## src/rtl/mem_test_initiator.sv

```systemverilog
// mem_test_initiator: write-then-readback self-test engine driving a valid/ready memory port
module mem_test_initiator #(
    parameter int WIDTH = 8,
    parameter int DEPTH = 40,
    parameter int ADDR_WIDTH = (DEPTH > 1) ? $clog2(DEPTH) : 1,
    parameter logic [WIDTH-1:0] SEED = WIDTH'(8'hA5)
) (
    input  logic                  clk,
    input  logic                  rst,
    input  logic                  start,
    input  logic                  pattern_sel,
    output logic                  busy,
    output logic                  done,
    output logic                  pass,
    output logic [ADDR_WIDTH:0]   err_count,
    output logic [ADDR_WIDTH-1:0] first_err_addr,
    output logic                  mem_valid,
    output logic                  mem_wr_rd,
    output logic [ADDR_WIDTH-1:0] mem_addr,
    output logic [WIDTH-1:0]      mem_wdata,
    input  logic [WIDTH-1:0]      mem_rdata,
    input  logic                  mem_ready
);
    typedef enum logic [2:0] {IDLE, WR_REQ, RD_REQ, RD_CAP, DONE} state_t;
    localparam logic [ADDR_WIDTH-1:0] LAST = ADDR_WIDTH'(DEPTH - 1);
    state_t                state_q, state_d;
    logic [ADDR_WIDTH-1:0] cnt_q, cnt_d, addr_q, addr_d, ferr_q, ferr_d;
    logic [ADDR_WIDTH:0]   err_q, err_d;
    logic [WIDTH-1:0]      wdata_q, wdata_d;
    logic                  sel_q, sel_d, busy_q, busy_d, done_q, done_d, pass_q, pass_d;
    logic                  valid_q, valid_d, wr_q, wr_d;
    logic                  accept, mism;
    logic [ADDR_WIDTH-1:0] cnt_inc;
    function automatic logic [WIDTH-1:0] exp_f(input logic [ADDR_WIDTH-1:0] a, input logic s);
        logic [WIDTH-1:0] v;
        v = WIDTH'(a) ^ SEED;
        return s ? ~v : v;
    endfunction
    assign accept  = valid_q & mem_ready;
    assign cnt_inc = cnt_q + 1'b1;
    assign mism    = mem_rdata != exp_f(cnt_q, sel_q);
    // next-state and registered-output values; read data is compared one edge after read acceptance
    always_comb begin
        state_d = state_q;
        cnt_d   = cnt_q;
        sel_d   = sel_q;
        busy_d  = busy_q;
        done_d  = 1'b0;
        pass_d  = pass_q;
        err_d   = err_q;
        ferr_d  = ferr_q;
        valid_d = valid_q;
        wr_d    = wr_q;
        addr_d  = addr_q;
        wdata_d = wdata_q;
        unique case (state_q)
            IDLE: if (start) begin
                state_d = WR_REQ;
                sel_d   = pattern_sel;
                cnt_d   = '0;
                err_d   = '0;
                ferr_d  = '0;
                pass_d  = 1'b0;
                busy_d  = 1'b1;
                valid_d = 1'b1;
                wr_d    = 1'b1;
                addr_d  = '0;
                wdata_d = exp_f('0, pattern_sel);
            end
            WR_REQ: if (accept) begin
                if (cnt_q == LAST) begin
                    state_d = RD_REQ;
                    cnt_d   = '0;
                    wr_d    = 1'b0;
                    addr_d  = '0;
                    wdata_d = '0;
                end else begin
                    cnt_d   = cnt_inc;
                    addr_d  = cnt_inc;
                    wdata_d = exp_f(cnt_inc, sel_q);
                end
            end
            RD_REQ: if (accept) begin
                state_d = RD_CAP;
                valid_d = 1'b0;
            end
            RD_CAP: begin
                if (mism) begin
                    err_d  = (err_q == '1) ? err_q : err_q + 1'b1;
                    ferr_d = (err_q == '0) ? cnt_q : ferr_q;
                end
                if (cnt_q == LAST) begin
                    state_d = DONE;
                    done_d  = 1'b1;
                    busy_d  = 1'b0;
                    pass_d  = err_d == '0;
                end else begin
                    state_d = RD_REQ;
                    cnt_d   = cnt_inc;
                    valid_d = 1'b1;
                    addr_d  = cnt_inc;
                end
            end
            DONE: state_d = IDLE;
            default: state_d = IDLE;
        endcase
    end
    // state and output registers with synchronous reset
    always_ff @(posedge clk) begin
        if (rst) begin
            state_q <= IDLE;
            cnt_q   <= '0;
            sel_q   <= 1'b0;
            busy_q  <= 1'b0;
            done_q  <= 1'b0;
            pass_q  <= 1'b0;
            err_q   <= '0;
            ferr_q  <= '0;
            valid_q <= 1'b0;
            wr_q    <= 1'b0;
            addr_q  <= '0;
            wdata_q <= '0;
        end else begin
            state_q <= state_d;
            cnt_q   <= cnt_d;
            sel_q   <= sel_d;
            busy_q  <= busy_d;
            done_q  <= done_d;
            pass_q  <= pass_d;
            err_q   <= err_d;
            ferr_q  <= ferr_d;
            valid_q <= valid_d;
            wr_q    <= wr_d;
            addr_q  <= addr_d;
            wdata_q <= wdata_d;
        end
    end
    assign busy           = busy_q;
    assign done           = done_q;
    assign pass           = pass_q;
    assign err_count      = err_q;
    assign first_err_addr = ferr_q;
    assign mem_valid      = valid_q;
    assign mem_wr_rd      = wr_q;
    assign mem_addr       = addr_q;
    assign mem_wdata      = wdata_q;
endmodule

```

## config.mk

```make
export PLATFORM = sky130hd
export DESIGN_NAME = mem_test_initiator
export DESIGN_NICKNAME = d
export VERILOG_FILES = /design/src/rtl/mem_test_initiator.sv
export SDC_FILE = /design/constraint.sdc
export NUM_CORES = 1
export LEC_CHECK = 0
export CORE_MARGIN = 2
export CORE_UTILIZATION = 45
export DETAILED_ROUTE_END_ITERATION = 7
export GPL_ROUTABILITY_DRIVEN = 0
export GPL_TIMING_DRIVEN = 0
export HOLD_SLACK_MARGIN = 0.15
export PLACE_DENSITY = 0.76
export SLEW_MARGIN = 5
export SYNTH_ARGS = -nofsm -noshare
export SYNTH_HDL_FRONTEND = slang
export SYNTH_SLANG_ARGS = --single-unit
```

## constraint.sdc

```tcl
create_clock -name clk -period 1.9 [get_ports clk]
set_input_delay 0.19 -clock clk [delete_from_list [all_inputs] [get_ports clk]]
set_output_delay 0.19 -clock clk [all_outputs]
set_load 0.01 [all_outputs]
```

==> results.py <==
metrics = {
    "logic_synthesis": {
        "synth_seq_cells": 36,
        "synthCells": 255,
        "async_reset_ff_share_pct": 0,
        "syn_area_mm2": 0.00204,
        "synth_top_cell_area_share_pct": 35.3,
        "yosysTopAreaCell": "dfxtp_1",
        "ys_types": 48,
        "synth.area.top_cells": "dfxtp_1, a21oi_1, nor2_1",
        "yosys_most_used_dff": "dfxtp_1",
        "yosysWarningCount": 0,
        "syn_nets": 271,
        "synth_edf_count": 0,
        "synth.avg_cell_area_um2": 8.02,
        "ys_seq_area_share_pct": 35.3,
    },
    "layout": {
        "layout_commonest_cell": "clkdlybuf4s50_1",
        "final_layout_size_suffix_gt1_share_pct": 20.1,
        "area_growth_pct": 40.9,
        "diodes": 0,
        "fin_cells": 366,
        "finalInstanceArea_mm2": 0.00288,
        "final_nets": 329,
        "final_cell_mix": "clkdlybuf4s50_1, dfxtp_1, a21oi_1, nor2_1, nand2_1",
    },
    "setup_path": {
        "worst-setup-path-type": "flip-flop to flip-flop",
        "critPathTopFamily": "simple AND/OR/NAND/NOR gates",
        "cp-start-kind": "flip-flop",
        "cp.required_ps": 2130,
        "end_kind": "flip-flop",
        "cp_slowest_cell": "or4_4",
        "cpMostUsedCell": "a21oi_2",
        "arrival_ps": 2080,
        "cp_cell_sequence": "ha_4, and4bb_4, a21oi_2, o21ai_2, buf_4, or4_4, a21oi_2",
        "critPathMaxFanout": 7,
        "cpPeakStageDelay_ps": 480,
        "path_buf_inv": 1,
    },
    "sta": {
        "tightest_slew_ps": 564,
        "whs_ps": 230,
        "rsz0062_at_grt": "true",
        "final-setup-viol-count": 0,
        "relSlewSlack_pct": 62.4,
        "period_minus_slack_ps": 1850,
        "finalMaxSlewViolations": 0,
        "timing.fmax_mhz": 540,
        "hold_viol": 0,
        "fin_skew_ps": 4.42,
        "post-route-period-util_pct": 97.5,
    },
    "power_and_ir_drop": {
        "internal-power_uw": 1360,
        "leakagePower_uw": 0.00109,
        "p_sw_share_pct": 24.4,
        "vdd_drop_max_mv": 0.394,
        "clkPwrFrac_pct": 41.5,
        "comb_power_share_pct": 14.5,
        "p_per_area_mw_per_mm2": 626,
        "seqPwrFrac_pct": 44.0,
        "power_switching_uw": 439,
    },
    "clocking": {
        "path_clk_slew_ps": 70,
        "worstSkewPairLatency_ps": 300,
        "cts_htree_levels": 2,
        "cts-root-buf": "clkbuf_8",
        "cts_buffers": 5,
        "tritoncts": "built",
        "cts_buffer_depth": 2,
        "clock-sinks": 36,
    },
    "drt": {
        "wire_per_inst_um": 16.3,
        "first_pass_iters": 5,
        "drtIter0Drc": 198,
        "vias": 2169,
        "ant_nets": 0,
        "routed_wl_mm": 5.97,
        "avgViaCountPerCell": 5.93,
        "drc": 0,
    },
    "die": {
        "io_pins": 45,
        "std_cell_rows": 24,
        "fp.dieH_um": 71.4,
        "die_x_um": 71.4,
        "dieArea_mm2": 0.00510,
        "coreArea_mm2": 0.00435,
        "initial_core_util_pct": 47.0,
    },
    "grt": {
        "grt_pass1_vias": 1895,
        "grt_usage_pct": 22.8,
        "grt_max_degree": 12,
        "antenna_found_initial": 0,
        "grt_first_pass_wirelength_mm": 9.09,
        "overflow": 0,
    },
    "placed_design": {
        "dpl_cell_area_mm2": 0.00254,
        "dpl.cell_count": 350,
        "port_buffers": 43,
        "place_hpwl_mm": 3.94,
    },
    "min_path": {
        "min_path_type": "primary input to flip-flop",
    },
    "status": {
        "status": "completed",
    },
    "job": {
        "cap_violations": 0,
    },
}
-- state kept, by name, indices dropped and copies added (netlist names) --
| signal | cells |
|---|---|
| mem_wdata | 8 |
| done | 1 |
| first_err_addr | 6 |
| state_q | 3 |
| err_count | 7 |
| mem_addr | 6 |
| mem_valid | 1 |
| busy | 1 |
| mem_wr_rd | 1 |
| pass | 1 |
| sel_q | 1 |
-- synth_stat cells (3+ instances only) --
cell      count
dfxtp_1      36
a21oi_1      27
nor2_1       25
nand2_1      18
nor3_1       15
o21ai_0      14
nand4_1      12
nand3_1      10
xor2_1       10
xnor2_1       7
a31oi_1       6
clkbuf_1      6
inv_1         6
and3_1        5
buf_2         5
buf_4         5
a211oi_1      4
a311oi_1      3
ha_1          3
mux2i_1       3
-- path summary, 6_finish.rpt --
check / from / end / slack [ps] / depth (start not counted)
min: rst / err_count[4] / 230 / 2
max reg2reg: mem_addr[1] / mem_addr[4] / 50 / 7
min reg2reg: first_err_addr[4] / first_err_addr[4] / 480 / 2
max: mem_addr[1] / mem_addr[4] / 50 / 7
-- power by group through the flow --
stage          clock (uW)  combinational, uW  sequential [uW]
4_1_cts               756                239              795
2_1_floorplan           0                122              820
5_1_grt               785                282              796
3_5_place_dp            0                234              811
3_3_place_gp            0                231              810
6_report              748                261              793
-- per-layer routing --
| metal | vias up | track usage, % | wire (um) |
|---|---|---|---|
| met2 | 107 | 36.0 | 2880 |
| met4 | 0 | 10.5 | 148 |
| met1 | 1008 | 29.8 | 2480 |
| li1 | 1039 | - | - |
| met3 | 15 | 5.06 | 466 |
| met5 | - | 0 | 0 |
-- logic make-up after synthesis --
logic type | after synthesis | synth area share, %
and+or+nand+nor | 102 | 26.8
xor gates and xnor gates | 18 | 8.08
AOI/OAI and AO/OA | 68 | 20.3
muxes | 3 | 1.47
buffers and inverters | 25 | 6.24
adders and majority gates | 3 | 1.84
DFF | 36 | 35.3
-- metrics by stage --
stage,total power (uW),util [%],setup slack [ps],setup TNS (ps)
finish,1800,66.2,46.8,0
global route,1860,66.2,-28.3,-66.8
CTS,1790,62.5,-10.2,-10.2
detailed placement,1050,58.3,-292,-4140
global placement,1040,58.3,-252,-3400
floorplan,942,-,19.4,0
-- cell type report --
| type | count | area [um2] |
|---|---|---|
| Fill cell | 349 | 1470 |
| Multi-Input combinational cell | 194 | 1330 |
| Sequential cell | 36 | 728 |
| Timing Repair Buffer | 51 | 493 |
| Buffer | 19 | 115 |
| Clock buffer | 7 | 96.3 |
| Tap cell | 52 | 65.1 |
| Clock inverter | 1 | 30.0 |
| Inverter | 6 | 22.5 |
-- what timing repair did --
action                     4_1_cts  5_1_grt
gates resized for setup         13       30
buffers inserted                 3        5
setup endpoints to repair       22       23
pin swaps                        2        5
hold buffers                     0        0
No activity file was read; power rests on OpenSTA's default activity.
